### src/rtl/ifu_lsu_bus_arbiter_pkg.sv
// Shared types and constants for the fetch/LSU bus arbiter: FSM state
// encodings and the owner codes that tag the in-flight transaction.
package ifu_lsu_bus_arbiter_pkg;

    typedef enum logic [1:0] {
        ARB_IDLE = 2'd0,
        ARB_ADDR = 2'd1,
        ARB_WAIT = 2'd2,
        ARB_DONE = 2'd3
    } arb_state_e;

    localparam logic OWNER_IF  = 1'b0;
    localparam logic OWNER_MEM = 1'b1;

endpackage

### src/rtl/ifu_lsu_bus_arbiter_if.sv
// Request, completion and core-bus signals of the arbiter. The slave modport is
// the arbiter's view; the master modport is the surrounding fetch/LSU/bus side.
interface ifu_lsu_bus_arbiter_if #(
    parameter int ADDR_W = 64,
    parameter int DATA_W = 64
);
    localparam int MASK_W = DATA_W / 8;

    logic              IfReq;
    logic [ADDR_W-1:0] IfAddr;
    logic              IfDone;
    logic [DATA_W-1:0] IfRData;
    logic              IfErr;

    logic              MemReq;
    logic              MemWe;
    logic [ADDR_W-1:0] MemAddr;
    logic [DATA_W-1:0] MemWData;
    logic [MASK_W-1:0] MemWMask;
    logic              MemDone;
    logic [DATA_W-1:0] MemRData;
    logic              MemErr;

    logic              BusValid;
    logic [ADDR_W-1:0] BusAddr;
    logic              BusWe;
    logic [DATA_W-1:0] BusWData;
    logic [MASK_W-1:0] BusWMask;
    logic              BusReady;
    logic              BusRespValid;
    logic [DATA_W-1:0] BusRData;
    logic              BusRespErr;

    modport slave (
        input  IfReq, IfAddr, MemReq, MemWe, MemAddr, MemWData, MemWMask,
               BusReady, BusRespValid, BusRData, BusRespErr,
        output IfDone, IfRData, IfErr, MemDone, MemRData, MemErr,
               BusValid, BusAddr, BusWe, BusWData, BusWMask
    );

    modport master (
        output IfReq, IfAddr, MemReq, MemWe, MemAddr, MemWData, MemWMask,
               BusReady, BusRespValid, BusRData, BusRespErr,
        input  IfDone, IfRData, IfErr, MemDone, MemRData, MemErr,
               BusValid, BusAddr, BusWe, BusWData, BusWMask
    );

endinterface

### src/rtl/ifu_lsu_bus_arbiter_rr_arbiter2.sv
// Two-input round-robin picker: a lone requester wins, a tie goes to the
// requester that did not win last time. Bit 0 is fetch, bit 1 is LSU.
module rr_arbiter2 (
    input  logic [1:0] req,
    input  logic       last,
    output logic [1:0] grant,
    output logic       any
);

    // NOTE: every output of a combinational block gets a default before the
    // case so that no path leaves it unassigned and infers a latch.
    always_comb begin
        grant = 2'b00;
        case (req)
            2'b01:   grant = 2'b01;
            2'b10:   grant = 2'b10;
            2'b11:   grant = last ? 2'b01 : 2'b10;
            default: grant = 2'b00;
        endcase
    end

    assign any = |req;

endmodule

### src/rtl/ifu_lsu_bus_arbiter.sv
// Shares the single core memory bus between instruction fetch and the LSU with
// one outstanding transaction and a watchdog that turns a hung response into an error.
module ifu_lsu_bus_arbiter
    import ifu_lsu_bus_arbiter_pkg::*;
#(
    parameter int ADDR_W  = 64,
    parameter int DATA_W  = 64,
    parameter int TIMEOUT = 255
) (
    input  logic                  Clk,
    input  logic                  Rst,
    ifu_lsu_bus_arbiter_if.slave  bus
);

    localparam int MASK_W = DATA_W / 8;
    localparam int CNT_W  = $clog2(TIMEOUT + 1);
    localparam logic [CNT_W-1:0] TIMEOUT_C = CNT_W'(TIMEOUT);

    arb_state_e        state_q, state_d;
    logic              owner_q, owner_d;
    logic              last_grant_q, last_grant_d;
    logic              bus_valid_q, bus_valid_d;
    logic [ADDR_W-1:0] bus_addr_q, bus_addr_d;
    logic              bus_we_q, bus_we_d;
    logic [DATA_W-1:0] bus_wdata_q, bus_wdata_d;
    logic [MASK_W-1:0] bus_wmask_q, bus_wmask_d;
    logic [CNT_W-1:0]  cnt_q, cnt_d;
    logic [DATA_W-1:0] rdata_q, rdata_d;
    logic              if_done_q, if_done_d;
    logic              if_err_q, if_err_d;
    logic              mem_done_q, mem_done_d;
    logic              mem_err_q, mem_err_d;

    logic [1:0]        grant;
    logic              any_req;
    logic [CNT_W-1:0]  cnt_inc;
    logic              resp_now;
    logic              resp_err;
    logic [DATA_W-1:0] resp_data;

    rr_arbiter2 u_rr (
        .req   ({bus.MemReq, bus.IfReq}),
        .last  (last_grant_q),
        .grant (grant),
        .any   (any_req)
    );

    always_comb begin
        state_d      = state_q;
        owner_d      = owner_q;
        last_grant_d = last_grant_q;
        bus_valid_d  = bus_valid_q;
        bus_addr_d   = bus_addr_q;
        bus_we_d     = bus_we_q;
        bus_wdata_d  = bus_wdata_q;
        bus_wmask_d  = bus_wmask_q;
        cnt_d        = cnt_q;
        rdata_d      = rdata_q;
        if_done_d    = 1'b0;
        if_err_d     = 1'b0;
        mem_done_d   = 1'b0;
        mem_err_d    = 1'b0;
        // Saturating so a stuck WAIT can never wrap back below TIMEOUT.
        cnt_inc      = (cnt_q == TIMEOUT_C) ? cnt_q : cnt_q + CNT_W'(1);
        resp_now     = 1'b0;
        resp_err     = 1'b0;
        resp_data    = '0;

        case (state_q)
            ARB_IDLE: begin
                if (any_req) begin
                    if (grant[1]) begin
                        owner_d     = OWNER_MEM;
                        bus_addr_d  = bus.MemAddr;
                        bus_we_d    = bus.MemWe;
                        bus_wdata_d = bus.MemWData;
                        bus_wmask_d = bus.MemWMask;
                    end else if (grant[0]) begin
                        owner_d     = OWNER_IF;
                        bus_addr_d  = bus.IfAddr;
                        bus_we_d    = 1'b0;
                        bus_wdata_d = '0;
                        bus_wmask_d = '0;
                    end
                    bus_valid_d = 1'b1;
                    state_d     = ARB_ADDR;
                end
            end
            ARB_ADDR: begin
                if (bus.BusReady) begin
                    bus_valid_d  = 1'b0;
                    cnt_d        = '0;
                    last_grant_d = owner_q;
                    state_d      = ARB_WAIT;
                end
            end
            ARB_WAIT: begin
                cnt_d = cnt_inc;
                // A response on the timeout edge still wins and keeps its own error flag.
                if (bus.BusRespValid) begin
                    resp_now  = 1'b1;
                    resp_err  = bus.BusRespErr;
                    resp_data = bus.BusRData;
                end else if (cnt_inc == TIMEOUT_C) begin
                    resp_now  = 1'b1;
                    resp_err  = 1'b1;
                end
                if (resp_now) begin
                    rdata_d    = resp_data;
                    if_done_d  = (owner_q == OWNER_IF);
                    if_err_d   = (owner_q == OWNER_IF) && resp_err;
                    mem_done_d = (owner_q == OWNER_MEM);
                    mem_err_d  = (owner_q == OWNER_MEM) && resp_err;
                    state_d    = ARB_DONE;
                end
            end
            ARB_DONE: state_d = ARB_IDLE;
            default:  state_d = ARB_IDLE;
        endcase
    end

    // NOTE: state is updated with non-blocking assignments so every flop
    // samples the pre-edge values regardless of statement order.
    always_ff @(posedge Clk) begin
        if (Rst) begin
            state_q      <= ARB_IDLE;
            owner_q      <= OWNER_IF;
            last_grant_q <= OWNER_IF;
            bus_valid_q  <= 1'b0;
            bus_addr_q   <= '0;
            bus_we_q     <= 1'b0;
            bus_wdata_q  <= '0;
            bus_wmask_q  <= '0;
            cnt_q        <= '0;
            rdata_q      <= '0;
            if_done_q    <= 1'b0;
            if_err_q     <= 1'b0;
            mem_done_q   <= 1'b0;
            mem_err_q    <= 1'b0;
        end else begin
            state_q      <= state_d;
            owner_q      <= owner_d;
            last_grant_q <= last_grant_d;
            bus_valid_q  <= bus_valid_d;
            bus_addr_q   <= bus_addr_d;
            bus_we_q     <= bus_we_d;
            bus_wdata_q  <= bus_wdata_d;
            bus_wmask_q  <= bus_wmask_d;
            cnt_q        <= cnt_d;
            rdata_q      <= rdata_d;
            if_done_q    <= if_done_d;
            if_err_q     <= if_err_d;
            mem_done_q   <= mem_done_d;
            mem_err_q    <= mem_err_d;
        end
    end

    assign bus.BusValid = bus_valid_q;
    assign bus.BusAddr  = bus_addr_q;
    assign bus.BusWe    = bus_we_q;
    assign bus.BusWData = bus_wdata_q;
    assign bus.BusWMask = bus_wmask_q;
    assign bus.IfDone   = if_done_q;
    assign bus.IfRData  = rdata_q;
    assign bus.IfErr    = if_err_q;
    assign bus.MemDone  = mem_done_q;
    assign bus.MemRData = rdata_q;
    assign bus.MemErr   = mem_err_q;

endmodule

### src/flat_wrapper.sv
// flat-port wrapper written by rule: the top's interface ports become plain ports
module ifu_lsu_bus_arbiter_flat import ifu_lsu_bus_arbiter_pkg::*;
#(
    parameter int ADDR_W  = 64,
    parameter int DATA_W  = 64,
    parameter int TIMEOUT = 255
)
  (Clk, Rst, bus_IfReq, bus_IfAddr, bus_MemReq, bus_MemWe, bus_MemAddr, bus_MemWData, bus_MemWMask, bus_BusReady, bus_BusRespValid, bus_BusRData, bus_BusRespErr, bus_IfDone, bus_IfRData, bus_IfErr, bus_MemDone, bus_MemRData, bus_MemErr, bus_BusValid, bus_BusAddr, bus_BusWe, bus_BusWData, bus_BusWMask);
  ifu_lsu_bus_arbiter_if #(.ADDR_W(ADDR_W), .DATA_W(DATA_W)) bus_i ();
  input  logic Clk;
  input  logic Rst;
  input wire logic [$bits(bus_i.IfReq)-1:0] bus_IfReq;
  input wire logic [$bits(bus_i.IfAddr)-1:0] bus_IfAddr;
  input wire logic [$bits(bus_i.MemReq)-1:0] bus_MemReq;
  input wire logic [$bits(bus_i.MemWe)-1:0] bus_MemWe;
  input wire logic [$bits(bus_i.MemAddr)-1:0] bus_MemAddr;
  input wire logic [$bits(bus_i.MemWData)-1:0] bus_MemWData;
  input wire logic [$bits(bus_i.MemWMask)-1:0] bus_MemWMask;
  input wire logic [$bits(bus_i.BusReady)-1:0] bus_BusReady;
  input wire logic [$bits(bus_i.BusRespValid)-1:0] bus_BusRespValid;
  input wire logic [$bits(bus_i.BusRData)-1:0] bus_BusRData;
  input wire logic [$bits(bus_i.BusRespErr)-1:0] bus_BusRespErr;
  output wire logic [$bits(bus_i.IfDone)-1:0] bus_IfDone;
  output wire logic [$bits(bus_i.IfRData)-1:0] bus_IfRData;
  output wire logic [$bits(bus_i.IfErr)-1:0] bus_IfErr;
  output wire logic [$bits(bus_i.MemDone)-1:0] bus_MemDone;
  output wire logic [$bits(bus_i.MemRData)-1:0] bus_MemRData;
  output wire logic [$bits(bus_i.MemErr)-1:0] bus_MemErr;
  output wire logic [$bits(bus_i.BusValid)-1:0] bus_BusValid;
  output wire logic [$bits(bus_i.BusAddr)-1:0] bus_BusAddr;
  output wire logic [$bits(bus_i.BusWe)-1:0] bus_BusWe;
  output wire logic [$bits(bus_i.BusWData)-1:0] bus_BusWData;
  output wire logic [$bits(bus_i.BusWMask)-1:0] bus_BusWMask;
  assign bus_i.IfReq = bus_IfReq;
  assign bus_i.IfAddr = bus_IfAddr;
  assign bus_i.MemReq = bus_MemReq;
  assign bus_i.MemWe = bus_MemWe;
  assign bus_i.MemAddr = bus_MemAddr;
  assign bus_i.MemWData = bus_MemWData;
  assign bus_i.MemWMask = bus_MemWMask;
  assign bus_i.BusReady = bus_BusReady;
  assign bus_i.BusRespValid = bus_BusRespValid;
  assign bus_i.BusRData = bus_BusRData;
  assign bus_i.BusRespErr = bus_BusRespErr;
  assign bus_IfDone = bus_i.IfDone;
  assign bus_IfRData = bus_i.IfRData;
  assign bus_IfErr = bus_i.IfErr;
  assign bus_MemDone = bus_i.MemDone;
  assign bus_MemRData = bus_i.MemRData;
  assign bus_MemErr = bus_i.MemErr;
  assign bus_BusValid = bus_i.BusValid;
  assign bus_BusAddr = bus_i.BusAddr;
  assign bus_BusWe = bus_i.BusWe;
  assign bus_BusWData = bus_i.BusWData;
  assign bus_BusWMask = bus_i.BusWMask;
  ifu_lsu_bus_arbiter #(.ADDR_W(ADDR_W), .DATA_W(DATA_W), .TIMEOUT(TIMEOUT)) u_core (.Clk(Clk), .Rst(Rst), .bus(bus_i));
endmodule
### config.mk
export PLATFORM = sky130hd
export DESIGN_NAME = ifu_lsu_bus_arbiter_flat
export DESIGN_NICKNAME = d
export VERILOG_FILES = /design/src/rtl/ifu_lsu_bus_arbiter_pkg.sv /design/src/rtl/ifu_lsu_bus_arbiter_if.sv /design/src/rtl/ifu_lsu_bus_arbiter_rr_arbiter2.sv /design/src/rtl/ifu_lsu_bus_arbiter.sv /design/src/flat_wrapper.sv
export SDC_FILE = /design/constraint.sdc
export NUM_CORES = 1
export LEC_CHECK = 0
export BUFFER_PORTS_ARGS = -buffer_cell sky130_fd_sc_hd__buf_2
export CAP_MARGIN = 20
export CORE_AREA = 2 2 208 210
export CTS_CLUSTER_SIZE = 25
export DETAILED_ROUTE_END_ITERATION = 12
export DIE_AREA = 0 0 210 212
export GPL_ROUTABILITY_DRIVEN = 1
export PLACE_DENSITY_LB_ADDON = 0.3
export SKIP_CTS_REPAIR_TIMING = 1
export SYNTH_ARGS = -nofsm -noshare
export SYNTH_HDL_FRONTEND = slang
export SYNTH_SLANG_ARGS = --single-unit
### constraint.sdc
create_clock -name Clk -period 2.2 [get_ports Clk]
set_input_delay 0 -clock Clk [delete_from_list [all_inputs] [get_ports Clk]]
set_output_delay 0 -clock Clk [all_outputs]
set_load 0.03 [all_outputs]
==> results.py, run 1 <==
metrics = {
    "status": {
        "run_status": "finished clean",
    },
    "die": {
        "core_um2": 42500,
        "io_pins": 542,
        "fp.dieH_um": 212,
        "start_util_pct": 21.3,
        "fp.dieW_um": 210,
        "num_rows": 76,
        "die_area_um2": 44500,
    },
    "power_and_ir_drop": {
        "pwr-share-clk_pct": 27.9,
        "total_leakage_power_nw": 7.97,
        "p_comb_share_pct": 39.7,
        "power.density_nw_per_um2": 1070,
        "peakVddDrop_mv": 0.651,
        "p_int_mw": 10.0,
        "p_sw_mw": 6.68,
        "p_sw_share_pct": 40.0,
        "seqPwrFrac_pct": 32.3,
    },
    "worst_setup_path": {
        "arrival_ns": 2.51,
        "crit_fanout": 13,
        "crit_required_ns": 2.61,
        "cp-start-kind": "flip-flop",
        "crit_type": "reg2reg",
        "cp-end-kind": "flip-flop",
    },
    "finish": {
        "final_cell_area_um2": 15600,
        "nNetsFinal": 1936,
        "syn2layout_area_growth_pct": 72.8,
        "final_util_pct": 36.8,
        "final_common_cell": "buf_2",
        "layout_common_cells": "buf_2, dlygate4sd3_1, dfxtp_1",
        "drive_gt1_share_pct": 37.7,
    },
    "logic_synthesis": {
        "ys_seq_elements": 218,
        "synth_area_um2": 9050,
        "synth_cells": 929,
        "ys_seq_area_share_pct": 48.2,
        "yosysUniqueCellTypes": 42,
        "syn_avg_cell_area_um2": 9.75,
        "yosysWarnings": 0,
        "syn-num-nets": 1205,
    },
    "clock_network": {
        "path_clk_slew_ns": 0.06,
        "max-clock-path-buffers": 3,
        "cts-root-buf": "clkbuf_16",
        "clock_latency_ns": 0.55,
        "cts_sinks": 218,
        "cts_buffers": 27,
        "cts_tree": "built",
        "htreeDepth": 1,
    },
    "timing": {
        "setup_viol": 0,
        "fmax_ghz": 0.476,
        "finalHoldViolCount": 0,
        "worstMarginPinSlew_ns": 0.932,
        "hold_ws_ns": 0.0296,
        "fin_skew_ns": 0.0150,
        "finalMaxSlewViolations": 0,
        "fin_crit_ns": 2.10,
        "fin_crit_sh_pct": 95.6,
        "maxSlewHeadroom_pct": 37.8,
    },
    "detailed_routing": {
        "drt_wl_total_um": 33400,
        "wl_met1_um": 13400,
        "top_layer": "met4",
        "antenna_left": 0,
        "wl_met3_um": 2490,
        "wl_met2_um": 16500,
        "drcViolationCount": 0,
        "drtIter0Drc": 516,
        "dr.pass1.iters": 5,
        "route.vias.total": 9785,
        "vias_per_cell": 4.39,
        "wl_per_cell_um": 15.0,
    },
    "placement": {
        "io_buffers": 541,
        "place_area_um2": 12000,
        "gp_congestion": 0.771,
        "post-dp-hpwl_um": 21500,
    },
    "grt": {
        "grt_use_total_pct": 12.1,
        "grt_pass1_wl_um": 43500,
        "antenna_found_initial": 1,
        "grt_max_degree": 75,
        "first_global_vias": 8039,
        "grt-ovfl-total": 0,
    },
    "run": {
        "cap_viol_max_count": 0,
    },
    "min_path": {
        "hp-class": "in2reg",
    },
}
## logic make-up (layout without fill, tap and decap cells)
family                     Yosys count  after routing  share of synthesized area [%]
DFF                                218            218                           48.2
adders and majority gates            4              4                          0.553
other                                0              2                              0
muxes                               65             65                           7.19
AOI/OAI and AO/OA                  299            299                           25.6
xor gates and xnor gates             1              1                         0.0968
buffers and inverters              143            893                           9.22
and+or+nand+nor                    199            200                           9.18
## Yosys cell counts
cell	instances	area, µm²
a211oi_1	64	480
a211oi_4	1	20.0
a21boi_0	1	7.51
a21o_1	64	480
a21oi_1	16	80.1
a22o_1	64	561
a22oi_1	73	548
a311o_1	1	10.0
a31oi_1	3	18.8
a31oi_4	1	21.3
a32oi_1	1	8.76
a41oi_1	1	8.76
and2_1	4	25.0
and3_1	1	6.26
buf_1	3	11.3
buf_2	7	35.0
buf_4	65	488
buf_6	6	67.6
clkbuf_1	59	221
dfxtp_1	218	4360
ha_1	4	50.1
inv_1	3	11.3
mux2i_1	65	651
nand2_1	12	45.0
nand2b_1	4	25.0
nand3_1	6	30.0
nand3b_1	3	22.5
nand4_1	2	12.5
nand4_2	1	12.5
nor2_1	154	578
nor3_1	8	40.0
nor3b_1	1	7.51
o21a_1	1	7.51
o21ai_0	2	10.0
o21ai_1	3	15.0
o21bai_1	1	7.51
o21bai_4	1	18.8
o221a_2	1	11.3
or2_1	1	6.26
or3_1	1	6.26
or4b_4	1	13.8
xnor2_1	1	8.76
## final timing paths
kind	depth (start not counted)	to	slack, ns	start
setup / recovery	6	u_core.bus.BusAddr[41]	0.1	u_core.last_grant_q
hold / removal	3	u_core.bus.BusAddr[52]	0.03	bus_MemReq
setup reg to reg	6	u_core.bus.BusAddr[41]	0.1	u_core.last_grant_q
hold reg to reg	2	u_core.state_q[0]	0.48	u_core.state_q[0]
## flip-flops by register name, indices dropped and copies added, names as in the netlist, 2 cells and up
name / flops
u_core.bus.BusWMask: 8
u_core.bus.BusAddr: 64
u_core.bus.IfRData: 64
u_core.bus.BusWData: 64
u_core.state_q: 2
u_core.cnt_q: 8
## layer usage
metal | up-vias | global-route usage (%)
met3 | 72 | 3.29
met4 | 0 | 4.67
met5 | - | 0
met1 | 4494 | 14.6
met2 | 429 | 20.5
li1 | 4790 | -
## area by class of cell
type / count / area (µm²)
clock buffers: 34 / 742
multi-input cells: 569 / 3910
fillers: 4177 / 26900
inverters: 3 / 11.3
diodes: 2 / 5.00
clock inverters: 15 / 204
well taps: 546 / 683
flip-flops and latches: 218 / 4370
repair buffers: 841 / 5720
## per-stage QoR
stage	std cells	setup slack (ns)	power (mW)	TNS (ns)
after floorplan	929	0.248	9.82	0
after global placement	1907	0.157	11.6	0
after detailed placement	1907	0.105	11.7	0
after CTS	1956	0.0675	16.5	0
after global routing	2227	-0.0456	17.6	-0.0745
final	2228	0.0977	16.7	0
## power by group through the flow
stage | Clock, mW | Combinational (mW) | Sequential (mW)
after CTS | 4.85 | 6.23 | 5.40
after floorplan | 0 | 2.72 | 7.09
after detailed placement | 0 | 6.22 | 5.46
final | 4.67 | 6.64 | 5.40
after global placement | 0 | 6.19 | 5.45
after global routing | 4.99 | 7.11 | 5.52
## critical path, stage by stage (launching register included)
cell and delay, ns:
dfxtp_1 0.35, a21boi_4 0.33, buf_12 0.21, buf_4 0.19, mux2i_1 0.22, dlygate4sd3_1 0.58, a211oi_1 0.07
No activity file was read; power rests on OpenSTA's default activity.
==> inputs of run 2 (changes only) <==
- ABC_AREA: unset -> 1
- CORE_AREA: 2 2 208 210 -> 2 2 210 212
- DIE_AREA: 0 0 210 212 -> 0 0 212 214
==> results.py, run 2 <==
metrics = {
    "status": {
        "run_status": "finished clean",
    },
    "grt": {
        "grt_max_degree": 116,
        "grt_pass1_wl_um": 51000,
        "grt_use_total_pct": 14.2,
        "antenna_found_initial": 2,
        "first_global_vias": 9065,
        "grt-ovfl-total": 0,
    },
    "min_path": {
        "whs_path_depth": 4,
        "hp-class": "in2reg",
        "min_from": "bus_BusRData[28]",
        "hold_end": "u_core.bus.IfRData[28]",
    },
    "power_and_ir_drop": {
        "peakVddDrop_mv": 0.647,
        "power.density_nw_per_um2": 1040,
        "p_int_mw": 9.51,
        "p_sw_share_pct": 41.9,
        "seqPwrFrac_pct": 32.2,
        "total_leakage_power_nw": 7.15,
        "pwr-share-clk_pct": 26.3,
        "p_comb_share_pct": 41.5,
        "p_sw_mw": 6.86,
    },
    "detailed_routing": {
        "drcViolationCount": 0,
        "drtIter0Drc": 570,
        "drt_wl_total_um": 38200,
        "wl_per_cell_um": 15.3,
        "dr.pass1.iters": 5,
        "antenna_left": 0,
        "route.vias.total": 10900,
        "vias_per_cell": 4.37,
    },
    "worst_setup_path": {
        "crit_required_ns": 2.69,
        "crit_fanout": 66,
        "r2r_setup_slack_ns": 0.07,
        "cp-end-kind": "flip-flop",
        "crit_type": "reg2reg",
        "arrival_ns": 2.62,
        "cp-start-kind": "flip-flop",
        "ff2ff_path_depth": 7,
        "r2r-start": "u_core.state_q[1]",
        "r2r_end": "u_core.bus.BusWData[3]",
    },
    "logic_synthesis": {
        "ys.flop_type": "dfxtp_1",
        "syn-num-nets": 1446,
        "yosysUniqueCellTypes": 28,
        "synth.largest_area_cell": "dfxtp_1",
        "ys_seq_area_share_pct": 47.4,
        "synth_edf_count": 0,
        "syn_avg_cell_area_um2": 7.88,
        "synth_top_cell_area_share_pct": 47.4,
        "async_reset_ff_share_pct": 0,
        "synth_cells": 1170,
        "synth_most_common_cell": "nand2_1",
        "synth_area_um2": 9220,
        "yosys-top-cells-area": "dfxtp_1, nand2_1, a21oi_1",
        "netlist_top_cells_count": "nand2_1, dfxtp_1, a21oi_1",
        "ys_seq_elements": 218,
        "yosysWarnings": 0,
    },
    "timing": {
        "setup_ws_ns": 0.0665,
        "finalHoldViolCount": 0,
        "hold_ws_ns": 0.260,
        "finalMaxSlewViolations": 0,
        "fin_crit_sh_pct": 97.0,
        "fin_skew_ns": 0.0108,
        "fin_crit_ns": 2.13,
        "setup_viol": 0,
        "worstMarginPinSlew_ns": 0.842,
        "fmax_ghz": 0.469,
        "maxSlewHeadroom_pct": 43.8,
    },
    "finish": {
        "drive_gt1_share_pct": 38.0,
        "nNetsFinal": 2159,
        "final_cell_area_um2": 15700,
        "syn2layout_area_growth_pct": 70.7,
        "final_common_cell": "buf_2",
        "fillers": 4271,
        "layout_common_cells": "buf_2, nand2_1, dlygate4sd3_1",
    },
    "clock_network": {
        "cts_tree": "built",
        "cts_sinks": 218,
        "htreeDepth": 1,
        "max-clock-path-buffers": 3,
        "cts_buffers": 27,
        "path_clk_slew_ns": 0.06,
        "clock_latency_ns": 0.55,
        "cts-root-buf": "clkbuf_16",
    },
    "die": {
        "num_rows": 76,
        "core_um2": 42900,
        "start_util_pct": 21.5,
        "io_pins": 542,
        "die_area_um2": 45400,
        "fp.dieW_um": 212,
        "fp.dieH_um": 214,
    },
    "placement": {
        "post-dp-hpwl_um": 25000,
        "gp_congestion": 0.790,
        "post-place-ws_ns": 0.153,
        "io_buffers": 541,
        "place_area_um2": 12000,
    },
    "run": {
        "cap_viol_max_count": 0,
    },
}
[run 2: worst max-delay path, stage by stage (launching register included)]
cell and delay (ns):
dfxtp_1 0.35, inv_1 0.07, ha_2 0.21, o21ai_4 0.21
buf_12 0.34, nand2_1 0.11, a21oi_1 0.17, dlygate4sd3_1 0.56
[run 2: stage by stage]
step / cells / TNS (ns) / total power [mW] / utilization (%)
final: 2488 / 0 / 16.4 / 36.7
after detailed placement: 2158 / 0 / 11.7 / 28.1
after global placement: 2158 / 0 / 11.7 / 28.1
after CTS: 2206 / 0 / 16.1 / 30.1
after global routing: 2488 / -0.0380 / 17.3 / 36.7
after floorplan: 1170 / 0 / 9.71 / -
[run 2: cell families after synthesis]
logic type	share of synthesized area, %
compound gates	18.6
xor+xnor	0.0951
fa+ha+maj	0.543
buf+inv	10.5
flops	47.4
simple gates	22.9
[run 2: routing by layer]
metal	vias to the layer above	share of wire [%]	GRT usage, %
li1	5254	-	-
met1	5026	37	15.1
met2	500	50	25.3
met3	97	8.4	4.47
met4	2	4.2	6.83
met5	-	0.031	0
[run 2: worst max path at each step]
stage                     cells after the start  slack, ns                     end               from
after global routing                          7      -0.03  u_core.bus.BusWData[3]  u_core.state_q[1]
final                                         7       0.07  u_core.bus.BusWData[3]  u_core.state_q[1]
after CTS                                    15       0.14   u_core.bus.IfRData[2]    u_core.cnt_q[0]
after global placement                       15       0.19   u_core.bus.IfRData[2]    u_core.cnt_q[0]
after detailed placement                     13       0.15   u_core.bus.IfRData[2]    u_core.cnt_q[0]
after floorplan                              15       0.37  u_core.bus.IfRData[10]    u_core.cnt_q[0]
[run 2: power groups by stage]
stage | sequential [mW] | combinational [mW] | clock [mW]
after floorplan | 6.82 | 2.89 | 0
after global placement | 5.30 | 6.37 | 0
after detailed placement | 5.32 | 6.40 | 0
after CTS | 5.26 | 6.40 | 4.48
after global routing | 5.36 | 7.34 | 4.65
final | 5.27 | 6.80 | 4.31
[run 2: area by class of cell]
class,count,area [µm²],share of cell area (%)
sequential,218,4360,27.7
antenna,1,2.50,0.0159
multi-input combinational,778,3910,24.9
inverter,19,75.1,0.477
timing repair buffer,839,5780,36.7
clock inverter,12,92.6,0.589
tap,585,732,4.65
clock buffer,36,769,4.89
==> inputs of run 3 (changes only) <==
- PLACE_DENSITY: unset -> 0.42
- PLACE_DENSITY_LB_ADDON: 0.3 -> unset
==> results.py, run 3 (synthesis gave the netlist of run 2 again) <==
metrics = {
    "power_and_ir_drop": {
        "p_comb_share_pct": 42.1,
        "p_int_mw": 9.77,
        "p_sw_mw": 6.89,
        "power.total_mw": 16.7,
        "peakVddDrop_mv": 0.693,
        "p_sw_share_pct": 41.4,
        "seqPwrFrac_pct": 31.5,
        "power.density_nw_per_um2": 1060,
        "pwr-share-clk_pct": 26.4,
        "total_leakage_power_nw": 7.13,
    },
    "worst_setup_path": {
        "crit_type": "reg2reg",
        "arrival_ns": 2.57,
        "cp-end-kind": "flip-flop",
        "crit_required_ns": 2.69,
        "cp-start-kind": "flip-flop",
        "crit_fanout": 64,
        "r2r_setup_slack_ns": 0.11,
    },
    "timing": {
        "finalMaxSlewViolations": 0,
        "fin_crit_sh_pct": 94.8,
        "hold_ws_ns": 0.0325,
        "setup_viol": 0,
        "fin_crit_ns": 2.09,
        "worstMarginPinSlew_ns": 0.732,
        "fin_setup_tns_ns": 0,
        "finalHoldViolCount": 0,
        "fin_skew_ns": 0.0153,
        "maxSlewHeadroom_pct": 51.2,
        "setup_ws_ns": 0.114,
        "fmax_ghz": 0.479,
    },
    "detailed_routing": {
        "route.vias.total": 10500,
        "drtIter0Drc": 492,
        "dr.pass1.iters": 4,
        "drcViolationCount": 0,
        "drt_wl_total_um": 38600,
        "antenna_left": 0,
        "vias_per_cell": 4.25,
        "wl_per_cell_um": 15.5,
    },
    "clock_network": {
        "path_clk_slew_ns": 0.06,
        "clock_latency_ns": 0.55,
        "cts-root-buf": "clkbuf_16",
        "cts_sinks": 218,
        "htreeDepth": 1,
        "cts_buffers": 28,
        "cts_tree": "built",
        "max-clock-path-buffers": 3,
    },
    "finish": {
        "nNetsFinal": 2158,
        "drive_gt1_share_pct": 37.7,
        "fin_cells": 2482,
        "syn2layout_area_growth_pct": 70.5,
        "antenna_cells": 0,
        "layout_common_cells": "buf_2, nand2_1, dlygate4sd3_1",
        "final_common_cell": "buf_2",
    },
    "grt": {
        "grt_use_total_pct": 15.1,
        "grt_pass1_wl_um": 53900,
        "first_global_vias": 9089,
        "grt-ovfl-total": 0,
        "antenna_found_initial": 3,
        "grt_max_degree": 91,
    },
    "placement": {
        "post-dp-hpwl_um": 26400,
        "dp_cells": 2158,
        "post-place-ws_ns": 0.140,
        "io_buffers": 541,
        "gp_congestion": 0.777,
    },
    "die": {
        "fp.dieH_um": 214,
        "fp.dieW_um": 212,
        "die_area_um2": 45400,
        "io_pins": 542,
        "num_rows": 76,
        "start_util_pct": 21.5,
        "core_um2": 42900,
    },
    "status": {
        "run_status": "finished clean",
    },
    "run": {
        "cap_viol_max_count": 0,
    },
    "min_path": {
        "hp-class": "in2reg",
    },
}
[run 3: changes by cell type in the layout (fill, tap and decap cells not counted), moves of 2 or more]
cell,delta
clkbuf_8,-2
dlygate4sd3_1,-2
clkbuf_1,+4
clkbuf_16,+2
clkinv_2,-5
clkinvlp_4,-2
[run 3: metal layers]
| metal | vias up | global-route usage [%] | routed length [µm] |
|---|---|---|---|
| met2 | 408 | 26.9 | 19500 |
| li1 | 5256 | - | - |
| met5 | - | 0 | 13 |
| met1 | 4814 | 17.2 | 15400 |
| met3 | 66 | 4.60 | 2810 |
| met4 | 2 | 4.48 | 869 |
[run 3: per-stage QoR]
step	util [%]	cell area, µm²
floorplan	-	9220
global placement	28.1	12100
detailed placement	28.1	12100
CTS	30.1	12900
global route	36.6	15700
finish	36.6	15700
[run 3: cell type report]
type / instances / area (µm²)
clock buffer: 40 / 807
clock inverter: 5 / 52.6
fill: 4509 / 27200
inverter: 19 / 75.1
multi-input combinational: 778 / 3900
sequential: 218 / 4370
tap: 585 / 732
timing repair buffer: 837 / 5770
[run 3: power by group through the flow]
| stage | registers (mW) | clock network (mW) | logic [mW] |
|---|---|---|---|
| finish | 5.25 | 4.39 | 7.01 |
| global route | 5.36 | 4.70 | 7.62 |
| CTS | 5.25 | 4.56 | 6.43 |
| detailed placement | 5.32 | 0 | 6.42 |
| global placement | 5.30 | 0 | 6.44 |
| floorplan | 6.82 | 0 | 2.89 |
[run 3: worst paths after layout]
path,cells past startpoint,end,start
worst max-delay path,6,u_core.bus.BusAddr[62],u_core.last_grant_q
worst min-delay path,5,u_core.bus.BusWData[43],bus_MemReq
worst max register to register,6,u_core.bus.BusAddr[62],u_core.last_grant_q
worst min register to register,2,u_core.bus.BusWData[48],u_core.bus.BusWData[48]
[run 3: critical path, stage by stage, from the launching register on]
cell	delay, ns
dfxtp_1	0.37
nand2_1	0.08
nand2_2	0.09
buf_4	0.58
nand2_1	0.11
a31oi_1	0.20
dlygate4sd3_1	0.59
